## config.mk

```make
export PLATFORM = sky130hd
export DESIGN_NAME = capture_seq
export DESIGN_NICKNAME = d
export VERILOG_FILES = /design/src/rtl/capture_seq.sv
export SDC_FILE = /design/constraint.sdc
export NUM_CORES = 1
export LEC_CHECK = 0
export ABC_CLOCK_PERIOD_IN_PS = 3100
export CAP_MARGIN = 20
export CORE_AREA = 2 2 93 50
export CTS_CLUSTER_SIZE = 28
export DETAILED_ROUTE_END_ITERATION = 7
export DIE_AREA = 0 0 95 52
export GPL_ROUTABILITY_DRIVEN = 0
export PLACE_DENSITY = 0.78
export SLEW_MARGIN = 10
export SYNTH_ARGS = -nofsm -noshare
export SYNTH_HDL_FRONTEND = slang
export SYNTH_SLANG_ARGS = --single-unit
```

## constraint.sdc

```tcl
create_clock -name clk -period 3.1 [get_ports clk]
set_input_delay 0.62 -clock clk [delete_from_list [all_inputs] [get_ports clk]]
set_output_delay 0.62 -clock clk [all_outputs]
set_load 0.02 [all_outputs]
```

## src/rtl/capture_seq.sv

```systemverilog
// Capture sequencer: drives the shared RAMqueue write address/enable, arms the
// trigger once the pre-trigger window is full, and signals capture completion.
module capture_seq #(
  parameter int ENTRIES = 384,
  parameter int LOG2    = 9
) (
  input  logic            clk,
  input  logic            rst,
  input  logic            run,
  input  logic            capture_done,
  input  logic            wrt_smpl,
  input  logic            triggered,
  input  logic [LOG2-1:0] trig_pos,
  output logic [LOG2-1:0] waddr,
  output logic            we,
  output logic            armed,
  output logic            capturing,
  output logic            set_capture_done
);

  typedef enum logic [1:0] {
    ST_IDLE    = 2'd0,
    ST_CAPTURE = 2'd1,
    ST_DONE    = 2'd2
  } state_t;

  localparam logic [LOG2-1:0] LAST_ADDR = LOG2'(ENTRIES - 1);
  localparam logic [LOG2-1:0] ONE_A     = LOG2'(1);
  localparam logic [LOG2:0]   ENTRIES_W = (LOG2+1)'(ENTRIES);
  localparam logic [LOG2:0]   ONE_C     = (LOG2+1)'(1);

  state_t          r_state;
  logic [LOG2-1:0] r_waddr;
  logic [LOG2-1:0] r_trig_cnt;
  logic [LOG2:0]   r_smpl_cnt;
  logic            r_armed;

  logic [LOG2-1:0] w_tp_eff;
  logic [LOG2:0]   w_pre_req;
  logic [LOG2:0]   w_smpl_inc;
  logic            w_in_capture;
  logic            w_done_cond;
  logic            w_we;
  logic            w_set_done;

  // trig_pos is clamped so at least one pre-trigger sample is always kept
  always_comb begin
    w_tp_eff     = trig_pos;
    w_pre_req    = ENTRIES_W;
    w_smpl_inc   = r_smpl_cnt;
    w_in_capture = 1'b0;
    w_done_cond  = 1'b0;
    w_we         = 1'b0;
    w_set_done   = 1'b0;
    if ({1'b0, trig_pos} >= ENTRIES_W) begin
      w_tp_eff = LAST_ADDR;
    end else begin
      w_tp_eff = trig_pos;
    end
    w_pre_req = ENTRIES_W - {1'b0, w_tp_eff};
    if (r_smpl_cnt >= ENTRIES_W) begin
      w_smpl_inc = ENTRIES_W;
    end else begin
      w_smpl_inc = r_smpl_cnt + ONE_C;
    end
    w_in_capture = (r_state == ST_CAPTURE) && !rst;
    w_done_cond  = r_armed && triggered && (r_trig_cnt == w_tp_eff);
    w_set_done   = w_in_capture && run && w_done_cond;
    w_we         = w_in_capture && run && !w_done_cond && wrt_smpl;
  end

  assign waddr            = r_waddr;
  assign we               = w_we;
  assign armed            = r_armed;
  assign capturing        = (r_state == ST_CAPTURE);
  assign set_capture_done = w_set_done;

  // Sequencer state, address and sample counters
  always_ff @(posedge clk) begin
    if (rst) begin
      r_state    <= ST_IDLE;
      r_waddr    <= '0;
      r_smpl_cnt <= '0;
      r_trig_cnt <= '0;
      r_armed    <= 1'b0;
    end else begin
      case (r_state)
        ST_IDLE: begin
          if (run && !capture_done) begin
            r_state    <= ST_CAPTURE;
            r_waddr    <= '0;
            r_smpl_cnt <= '0;
            r_trig_cnt <= '0;
            r_armed    <= 1'b0;
          end
        end
        ST_CAPTURE: begin
          if (!run) begin
            r_state <= ST_IDLE;
            r_armed <= 1'b0;
          end else if (w_done_cond) begin
            r_state <= ST_DONE;
            r_armed <= 1'b0;
          end else if (wrt_smpl) begin
            r_waddr <= (r_waddr == LAST_ADDR) ? '0 : r_waddr + ONE_A;
            // Triggers seen before arming are deliberately ignored
            if (r_armed && triggered) begin
              r_trig_cnt <= r_trig_cnt + ONE_A;
            end else begin
              r_smpl_cnt <= w_smpl_inc;
              if (w_smpl_inc >= w_pre_req) begin
                r_armed <= 1'b1;
              end
            end
          end
        end
        ST_DONE: begin
          if (!capture_done) begin
            r_state <= ST_IDLE;
          end
        end
        default: begin
          r_state <= ST_IDLE;
        end
      endcase
    end
  end

endmodule
```

==> After elaboration in Yosys (flattened, before gate mapping) <==
Index checks and enable logic that the tools add are counted.
{ "classes": {"n_addsub": 4, "n_lt_le_gt_ge": 3, "n_eq_ne": 15, "mux": 31, "n_reduce_logical": 18} }
{ "op_table": {"columns": ["cell", "n"], "rows": [
  ["$mux W9", 10],
  ["$mux W10", 6],
  ["$pmux W9 S2", 2],
  ["$pmux W10 S2", 1],
  ["$add A9 B1 Y9 const B", 2],
  ["$ne A2 B2 Y1 const B", 6],
  ["$reduce_and A6 Y1", 2],
  ["$add A10 B1 Y10 const B", 1],
  ["$ge A10 B10 Y1", 1],
  ["$ge A10 B9 Y1 const B", 1],
  ["$reduce_and A5 Y1", 2],
  ["$sub A9 B9 Y10 const A", 1],
  ["$eq A9 B9 Y1", 1],
  ["$eq A9 B9 Y1 const B", 1],
  ["$ge A9 B9 Y1 const B", 1],
  ["$logic_and A1 B1 Y1", 8],
  ["$mux W2", 4],
  ["$mux W1", 6],
  ["$pmux W2 S3", 1],
  ["$ne A4 B2 Y1 const B", 1],
  ["$ne A4 B3 Y1 const B", 1],
  ["$ne A4 B4 Y1 const B", 1],
  ["$logic_not A1 Y1", 3],
  ["$ne A3 B2 Y1 const B", 1],
  ["7 further kinds", 7]
]} }
{ "word_totals": {"regBits": 31, "inputBits": 15, "output_inout_bits": 13} }

==> Depth between registers and ports, before layout <==
Gate-level depths: netlist of run 1.
{ "logic_depth": {"depth_word": 10, "ltp_mapped": 12} }

==> Worst setup path before layout of run 1 <==
No wires, ideal clock.
{ "synth_timing": {"path_type": "input port to output port", "startpoint": "input trig_pos[4]", "endpoint": "output set_capture_done", "t_arrival_ns": 2.329, "setup_slack_ns": 0.151, "stages": 7, "cell_sequence": "buf_2 > or3_1 > a211oi_2 > o32ai_4 > nor3_1 > nand2_1 > nor3_1"} }
{ "synth_between": {"elab_chain_len": 5} }
{ "synth_lines": {"columns": ["element", "line_no", "rtl"], "rows": [
  ["from (decl)", "13", "input logic [LOG2-1:0] trig_pos,"],
  ["$ge A9 B9 Y1", "55", "if ({1'b0, trig_pos} >= ENTRIES_W) begin"],
  ["$mux W9 *", "55", null],
  ["$eq A9 B9 Y1 *", "67", "w_done_cond = r_armed && triggered && (r_trig_cnt == w_tp_eff);"],
  ["$logic_and A1 B1 Y1 *", "67", null],
  ["$logic_and A1 B1 Y1 *", "68", "w_set_done = w_in_capture && run && w_done_cond;"],
  ["to (decl)", "18", "output logic set_capture_done"]
]} }
Mark *: on every way between the ends. The rest lies on a longest branch, timed or not.

==> Final worst setup path of run 1 <==
{ "layout_timing": {"startpoint": "input trig_pos[4]", "endpoint": "output we"} }
{ "layout_between": {"elab_chain_len": 7} }
{ "layout_lines": {"columns": ["element", "line_no", "rtl"], "rows": [
  ["$ge A9 B9 Y1", "55", null],
  ["$mux W9 *", "55", null],
  ["$eq A9 B9 Y1 *", "67", null],
  ["$logic_and A1 B1 Y1 *", "67", null],
  ["$logic_not A1 Y1 *", "69", "w_we = w_in_capture && run && !w_done_cond && wrt_smpl;"],
  ["$logic_and A1 B1 Y1 * (2 in a row)", "69", null],
  ["to (decl)", "15", "output logic we,"]
]} }
Marks and branches as above.

==> results.py, run 1 <==
metrics = {
    "yosys": {
        "ys_ff_latch": 31,
        "yosysTopAreaCell": "dfxtp_1",
        "synthAdderAreaFrac": 0.0836,
        "synth_compound_area_frac": 0.192,
        "synth_top_family_by_area": "simple AND/OR/NAND/NOR gates",
        "muxShareOfSynthArea": 0.00891,
        "synth_ff_type": "dfxtp_1",
        "synth_cell_types": 52,
        "syn_area_sq_mm": 0.00225,
        "synth_area_leaders": "dfxtp_1, ha_1, nor2_1",
        "ys_seq_area_frac": 0.276,
        "async_flop_share": 0,
        "avgSynthCellArea_sq_um": 7.99,
        "synth_cells": 281,
        "synth-xor-area-share": 0.0975,
        "yosys_warnings": 0,
        "synthSimpleGateAreaFrac": 0.302,
        "synth_top_area_share": 0.276,
        "synth_edf_count": 0,
        "synth_nets": 311,
    },
    "routing": {
        "routedWlPerCell_microns": 15.4,
        "ant_nets": 0,
        "via_count": 2296,
        "drc": 0,
        "drtPass1Iterations": 5,
        "drt_first_iter_violations": 153,
        "viasPerCell": 5.80,
        "drt-total-wl_mm": 6.11,
    },
    "worst_setup_path": {
        "cp.required_ns": 2.48,
        "worstSetupPathType": "primary input to output pin",
        "critical-path-max-stage-delay_ns": 0.43,
        "cp_max_fo": 3,
        "crit_path_start_kind": "primary input",
        "crit_arrival_ns": 2.43,
        "crit_chain": "clkdlybuf4s50_1 > or3_4 > a211oi_4 > o32ai_4 > nor3_2 > nand2_1 > and3_1 > buf_4",
        "crit_path_end_kind": "output pin",
        "critPathSlowestCell": "clkdlybuf4s50_1",
    },
    "floorplanning": {
        "row_count": 17,
        "core_area_sq_mm": 0.00419,
        "start_util": 0.536,
        "die-area_sq_mm": 0.00494,
        "num_io_pins": 28,
        "die_h_microns": 52,
        "dieWidth_microns": 95,
    },
    "power": {
        "clkPwrFrac": 0.354,
        "p_leak_nw": 1.20,
        "ir_drop_v": 0.000272,
        "p_sw_w": 0.000241,
        "p_per_area_mw_per_mm2": 297,
        "internal-power_w": 0.000631,
        "share_seq_of_total_power": 0.463,
        "swShare": 0.276,
        "combPwrFrac": 0.184,
    },
    "place": {
        "numPortBuffers": 27,
        "dp.cells": 385,
        "pre_cts_slack_ns": -0.503,
        "dp_hpwl_mm": 4.31,
    },
    "clocking": {
        "cts_hold_buf": 0,
        "cts_tree": "done",
        "cts.clk_slew.worst_paths_ns": 0.06,
        "cts_made_buffers": 5,
        "cts.sinks": 31,
        "cts_max_level": 2,
        "insertion_delay_ns": 0.28,
        "cts_max_path_buffers": 2,
        "cts_root_buf": "clkbuf_8",
    },
    "sta": {
        "fin_crit_sh": 0.984,
        "slew_headroom": 0.589,
        "final-max-slew-violation-count": 0,
        "hold_viol_final": 0,
        "setup_viol": 0,
        "fin_worst_skew_ns": 0.00860,
        "period_needed_ns": 3.05,
        "layout_setup_ws_ns": 0.0509,
        "hold_ws_ns": 0.501,
        "fmax_ghz": 0.328,
        "worst_pin_slew_ns": 0.616,
    },
    "outcome": {
        "status": "complete, no violations",
    },
    "cells_and_area": {
        "antenna_cells": 0,
        "finish.utilization": 0.702,
        "fill_cells": 344,
        "final_cells": 396,
        "syn_to_final_growth_pct": 31.0,
        "final_nets": 368,
        "final_cell_mix": "nor2_1, dfxtp_1, buf_4, nand2_1, a21oi_1",
        "final_common_cell": "nor2_1",
        "drive_gt1_frac": 0.183,
    },
    "grt": {
        "grt_max_degree": 21,
        "antenna_found_initial": 0,
        "grt_usage": 0.242,
        "grt_pass1_vias": 1917,
        "grt_pass1_wl_mm": 9.16,
        "grt_overflow": 0,
    },
    "flow_run": {
        "drv_cap": 0,
    },
    "worst_hold_path": {
        "hold_path.class": "flip-flop to flip-flop",
    },
}
==> state kept, by name, summed over array words and instances (netlist names) <==
signal,flops
armed,1
r_smpl_cnt,10
waddr,9
r_trig_cnt,9
r_state,2
==> critical path: cells and delay by family <==
kind | cells | cell delay (ns)
and+or+nand+nor | 4 | 0.82
buffers and inverters | 2 | 0.58
AOI/OAI and AO/OA | 2 | 0.40
==> synth_stat cells (all sizes together) (3+ instances only) <==
| master | instances |
|---|---|
| a211oi | 3 |
| a21o | 3 |
| a21oi | 26 |
| a22oi | 6 |
| and2 | 8 |
| and3 | 4 |
| clkbuf | 5 |
| dfxtp | 31 |
| ha | 15 |
| inv | 12 |
| nand2 | 28 |
| nand2b | 9 |
| nand3 | 12 |
| nand4 | 3 |
| nor2 | 36 |
| nor3 | 10 |
| nor4 | 8 |
| o21ai | 5 |
| xnor2 | 12 |
| xor2 | 13 |
==> layout make-up <==
cell class | instances | area, sq um | area share
timing repair buffer | 57 | 497 | 0.169
inverter | 12 | 45.0 | 0.0153
clock buffer | 7 | 76.3 | 0.0259
multi-input combinational | 231 | 1630 | 0.553
sequential | 31 | 621 | 0.211
tap | 57 | 71.3 | 0.0242
clock inverter | 1 | 5.00 | 0.00170
==> what timing repair did <==
action                     CTS  global route
pin swaps                    3             8
buffers inserted             2             1
setup endpoints to repair    3             3
resized for setup           14            20
==> path summary, 6_finish.rpt <==
| path | start | end | slack [ns] | depth (start not counted) |
|---|---|---|---|---|
| setup reg to reg | r_trig_cnt[7] | r_trig_cnt[5] | 0.65 | 9 |
| setup / recovery | trig_pos[4] | we | 0.05 | 8 |
| hold / removal | waddr[8] | waddr[8] | 0.50 | 2 |
| hold reg to reg | waddr[8] | waddr[8] | 0.50 | 2 |
==> power by group through the flow <==
stage | combinational (W) | sequential (W) | clock (W)
2_1_floorplan | 0.0000735 | 0.000413 | 0
3_3_place_gp | 0.000140 | 0.000412 | 0
3_5_place_dp | 0.000144 | 0.000412 | 0
4_1_cts | 0.000146 | 0.000403 | 0.000316
5_1_grt | 0.000173 | 0.000404 | 0.000331
6_report | 0.000160 | 0.000404 | 0.000309
==> metrics by stage <==
| step | area [sq um] | setup TNS, ns | power, W |
|---|---|---|---|
| after floorplan | 2250 | 0 | 0.000487 |
| after global placement | 2750 | -1.24 | 0.000553 |
| after detailed placement | 2750 | -1.27 | 0.000556 |
| after CTS | 2860 | 0 | 0.000865 |
| after global routing | 2940 | -0.0127 | 0.000907 |
| final | 2940 | 0 | 0.000872 |
==> metal layers <==
metal	GRT usage	vias to the layer above	share of wire	wire length, microns
met2	0.342	91	0.43	2630
li1	-	1111	-	-
met3	0.0449	5	0.070	426
met1	0.373	1089	0.49	3010
met5	0	-	0	0
met4	0.0580	0	0.0061	37
==> logic make-up (layout without fill, tap and decap cells) <==
kind of cell	count (synthesis)	after routing
and+or+nand+nor	129	129
AOI/OAI and AO/OA	58	58
DFF	31	31
xor gates and xnor gates	25	25
buffers and inverters	19	77
adders and majority gates	15	15
other	2	2
muxes	2	2
Power figures use the tool's default switching activity.
==> run 2, diff against run 1 <==
CORE_AREA = 2 2 118 63   (was 2 2 93 50)
DIE_AREA = 0 0 120 65   (was 0 0 95 52)
PLACE_DENSITY = 0.64   (was 0.78)
==> results.py, run 2 (synthesis results as in run 1) <==
metrics = {
    "sta": {
        "setup_viol": 0,
        "layout_setup_ws_ns": 0.0990,
        "worst_pin_slew_ns": 0.628,
        "fmax_ghz": 0.333,
        "fin_crit_sh": 0.968,
        "hold_viol_final": 0,
        "final-max-slew-violation-count": 0,
        "fin_worst_skew_ns": 0.00437,
        "slew_headroom": 0.581,
        "period_needed_ns": 3.00,
    },
    "worst_setup_path": {
        "critPathSlowestCell": "clkdlybuf4s50_1",
        "crit_path_end_kind": "flip-flop",
        "worstSetupPathType": "primary input to flip-flop",
        "timing.critical_path.buf_inv": 2,
        "cp_top_family": "compound AO/OA/AOI/OAI gates",
        "crit_arrival_ns": 3.17,
        "crit_path_start_kind": "primary input",
        "cp.required_ns": 3.27,
        "cpMostUsedCell": "ha_4",
        "cp_max_fo": 7,
        "crit_chain": "clkdlybuf4s50_1 > and2_4 > buf_4 > nor2_4 > ha_4 > nand2_4 > nor3_4 > nand2b_1 > a21o_1 > ha_4 > o2111a_1 > o31ai_2 > a2111oi_0",
        "critical-path-max-stage-delay_ns": 0.44,
    },
    "power": {
        "clkPwrFrac": 0.482,
        "share_seq_of_total_power": 0.369,
        "p_sw_w": 0.000277,
        "power.total_w": 0.00109,
        "p_leak_nw": 1.26,
        "internal-power_w": 0.000818,
        "p_per_area_mw_per_mm2": 351,
        "combPwrFrac": 0.149,
        "swShare": 0.253,
        "ir_drop_v": 0.000177,
    },
    "floorplanning": {
        "die_h_microns": 65,
        "dieWidth_microns": 120,
        "die-area_sq_mm": 0.00780,
        "num_io_pins": 28,
        "core_area_sq_mm": 0.00691,
        "start_util": 0.325,
        "row_count": 22,
    },
    "routing": {
        "drt-total-wl_mm": 6.11,
        "viasPerCell": 4.97,
        "routedWlPerCell_microns": 14.0,
        "via_count": 2167,
        "drt_first_iter_violations": 128,
        "ant_nets": 0,
        "drtPass1Iterations": 4,
        "drc": 0,
    },
    "cells_and_area": {
        "finish.utilization": 0.451,
        "drive_gt1_frac": 0.206,
        "final_nets": 369,
        "regMostFlops": "r_smpl_cnt",
        "syn_to_final_growth_pct": 38.9,
        "antenna_cells": 0,
        "final_common_cell": "nor2_1",
        "final_cell_mix": "nor2_1, dfxtp_1, buf_4, nand2_1, a21oi_1",
        "largest_reg_flops": 10,
    },
    "grt": {
        "grt_max_degree": 21,
        "grt_usage": 0.161,
        "grt_overflow": 0,
        "grt_pass1_vias": 1993,
        "grt_pass1_wl_mm": 9.78,
        "antenna_found_initial": 0,
    },
    "worst_hold_path": {
        "hold_path.class": "flip-flop to flip-flop",
    },
    "flow_run": {
        "drv_cap": 0,
    },
    "clocking": {
        "cts_tree": "done",
        "cts_max_level": 2,
        "cts.clk_slew.worst_paths_ns": 0.05,
        "insertion_delay_ns": 0.28,
        "cts_made_buffers": 5,
        "cts_max_path_buffers": 2,
        "cts_root_buf": "clkbuf_16",
        "cts.sinks": 31,
    },
    "place": {
        "numPortBuffers": 27,
        "pre_cts_slack_ns": -0.525,
        "dp_hpwl_mm": 4.58,
    },
    "outcome": {
        "status": "complete, no violations",
    },
}
[run 2: area by class of cell]
cell class	instances	area (sq um)
Clock inverter	1	7.51
Tap cell	96	120
Fill cell	684	3790
Inverter	12	45.0
Clock buffer	7	153
Sequential cell	31	621
Timing Repair Buffer	58	500
Multi-Input combinational cell	231	1670
[run 2: layer usage]
| metal | share of wire | GRT usage |
|---|---|---|
| met4 | 0.012 | 0.0529 |
| met1 | 0.53 | 0.233 |
| met3 | 0.056 | 0.0502 |
| met5 | 0 | 0 |
| met2 | 0.40 | 0.224 |
[run 2: worst register-to-register path: stages, from the launching register on]
cell and delay [ns]:
dfxtp_1 0.30, or3_4 0.40, a211oi_4 0.28, o32ai_4 0.13
buf_4 0.15, buf_4 0.14, o311ai_4 0.42, nand2_1 0.24
nand4_1 0.17, mux2i_1 0.19
[run 2: worst paths after layout]
| check | startpoint | to | slack, ns | cells after the start |
|---|---|---|---|---|
| max | trig_pos[8] | armed | 0.1 | 13 |
| min reg2reg | waddr[8] | waddr[8] | 0.51 | 2 |
| max reg2reg | r_trig_cnt[4] | r_trig_cnt[5] | 0.62 | 9 |
| min | waddr[8] | waddr[8] | 0.51 | 2 |
[run 2: per-stage QoR]
stage               instance area (sq um)  instances  hold slack (ns)  setup TNS, ns
CTS                                  3000        435            0.508              0
finish                               3120        436            0.509              0
global placement                     2830        427            0.495          -1.26
global route                         3120        436            0.552       -0.00893
detailed placement                   2830        427            0.505          -1.45
floorplan                            2250        281            0.495              0
[run 2: timing repair]
item / CTS / global route
hold buffers: 0 / 0
gates cloned: 0 / 0
resized for setup: 15 / 24
pin swaps: 4 / 9
setup buffers: 0 / 1
setup endpoints to repair: 3 / 3
[run 2: power groups by stage]
stage,registers (W),logic (W),clock network (W)
CTS,0.000404,0.000148,0.000537
global placement,0.000413,0.000142,0
floorplan,0.000413,0.0000735,0
global route,0.000404,0.000179,0.000553
finish,0.000404,0.000164,0.000527
detailed placement,0.000413,0.000146,0
==> run 3, diff against run 2 <==
REMOVE_ABC_BUFFERS = 1   (was unset)
==> results.py, run 3 (synthesis results as in run 1) <==
metrics = {
    "outcome": {
        "status": "complete, no violations",
    },
    "floorplanning": {
        "row_count": 22,
        "die-area_sq_mm": 0.00780,
        "core_area_sq_mm": 0.00691,
        "start_util": 0.325,
        "die_h_microns": 65,
        "dieWidth_microns": 120,
        "num_io_pins": 28,
    },
    "cells_and_area": {
        "largest_reg_flops": 10,
        "antenna_cells": 0,
        "finish.utilization": 0.449,
        "final_cell_mix": "nor2_1, buf_4, dfxtp_1, nand2_1, a21oi_1",
        "syn_to_final_growth_pct": 38.3,
        "regMostFlops": "r_smpl_cnt",
        "drive_gt1_frac": 0.192,
        "final_nets": 373,
    },
    "routing": {
        "viasPerCell": 5.14,
        "drt-total-wl_mm": 6.23,
        "routedWlPerCell_microns": 14.2,
        "drc": 0,
        "drt_first_iter_violations": 179,
        "drtPass1Iterations": 4,
        "via_count": 2263,
        "ant_nets": 0,
    },
    "worst_hold_path": {
        "hold_path.class": "flip-flop to flip-flop",
        "hold_depth": 2,
        "holdPathEnd": "waddr[8]",
        "hold_start": "waddr[8]",
    },
    "worst_setup_path": {
        "crit_arrival_ns": 3.15,
        "reg2reg_to": "r_trig_cnt[4]",
        "worstReg2RegStart": "r_trig_cnt[4]",
        "cp_max_fo": 5,
        "critical-path-max-stage-delay_ns": 0.47,
        "worstSetupPathType": "primary input to flip-flop",
        "cp.required_ns": 3.26,
        "crit_path_start_kind": "primary input",
        "crit_path_end_kind": "flip-flop",
        "rr_worst_depth": 9,
        "critPathSlowestCell": "clkdlybuf4s50_1",
        "crit_chain": "clkdlybuf4s50_1 > buf_4 > nand2_1 > buf_4 > nand2b_1 > inv_1 > ha_1 > inv_1 > ha_1 > a21oi_1 > nor2b_1 > o21ai_0 > a21oi_1 > o31ai_2 > a2111oi_1",
        "reg2reg_slack_ns": 0.63,
    },
    "clocking": {
        "cts_made_buffers": 5,
        "cts_max_path_buffers": 2,
        "cts_max_level": 2,
        "insertion_delay_ns": 0.29,
        "cts_root_buf": "clkbuf_16",
        "cts.sinks": 31,
        "cts.clk_slew.worst_paths_ns": 0.06,
        "cts_tree": "done",
    },
    "sta": {
        "period_needed_ns": 2.99,
        "setup_viol": 0,
        "fmax_ghz": 0.335,
        "rsz0062_at_grt": "true",
        "layout_setup_ws_ns": 0.112,
        "final-max-slew-violation-count": 0,
        "fin_worst_skew_ns": 0.00743,
        "fin_crit_sh": 0.964,
        "hold_viol_final": 0,
    },
    "grt": {
        "grt_max_degree": 21,
        "grt_overflow": 0,
        "antenna_found_initial": 0,
        "grt_usage": 0.167,
        "grt_pass1_vias": 2036,
        "grt_pass1_wl_mm": 10.0,
    },
    "power": {
        "p_leak_nw": 1.27,
        "p_per_area_mw_per_mm2": 370,
        "ir_drop_v": 0.000240,
    },
    "place": {
        "pre_cts_slack_ns": -0.524,
        "numPortBuffers": 27,
        "dp_hpwl_mm": 4.79,
    },
    "flow_run": {
        "drv_cap": 0,
    },
}
[run 3: worst max-delay path, delay by kind of cell]
| kind | cells | cell delay, ns |
|---|---|---|
| compound gates | 5 | 0.90 |
| buf+inv | 5 | 0.86 |
| fa+ha+maj | 2 | 0.55 |
| simple gates | 3 | 0.24 |
[run 3: metal layers]
metal / GRT usage / wire, microns / vias up
li1: - / - / 1126
met1: 0.250 / 3200 / 1054
met2: 0.222 / 2380 / 72
met3: 0.0484 / 554 / 11
met4: 0.0529 / 104 / 0
met5: 0 / 0 / -
[run 3: worst max path at each step]
stage	startpoint	endpoint	cells past startpoint	slack (ns)
final	trig_pos[8]	armed	15	0.11
after global routing	trig_pos[8]	armed	15	-0.03
after CTS	trig_pos[6]	we	9	0.03
after detailed placement	trig_pos[7]	set_capture_done	8	-0.52
after global placement	trig_pos[4]	set_capture_done	8	-0.46
after floorplan	trig_pos[8]	set_capture_done	6	0.27
[run 3: what timing repair did]
action                     in CTS  in global routing
setup buffers                   1                  0
pin swaps                       4                  0
resized for setup              19                 11
setup endpoints to repair       3                  3
hold buffers                    0                  0
[run 3: cell type report]
type / instances / area (sq um)
clock buffer: 6 / 139
timing repair buffer: 62 / 532
sequential: 31 / 621
multi-input combinational: 231 / 1610
clock inverter: 2 / 35.0
inverter: 12 / 45.0
tap: 96 / 120
fill: 653 / 3800
[run 3: where the power goes]
group	leakage, nW	total [W]	switching [W]	internal (W)
clock network	0.0868	0.000588	0.000188	0.000399
logic	0.931	0.000156	0.0000838	0.0000723
registers	0.250	0.000404	0.00000321	0.000401
total	1.27	0.00115	0.000275	0.000873
[run 3: stage by stage]
step | area [sq um] | power [W] | setup TNS, ns | std cells | hold slack, ns
6_report | 3110 | 0.00115 | 0 | 440 | 0.508
5_1_grt | 3110 | 0.00120 | -0.0331 | 440 | 0.544
4_1_cts | 3060 | 0.00115 | 0 | 440 | 0.511
3_5_place_dp | 2860 | 0.000561 | -1.25 | 431 | 0.504
3_3_place_gp | 2860 | 0.000558 | -1.11 | 431 | 0.493
2_1_floorplan | 2210 | 0.000480 | 0 | 274 | 0.495
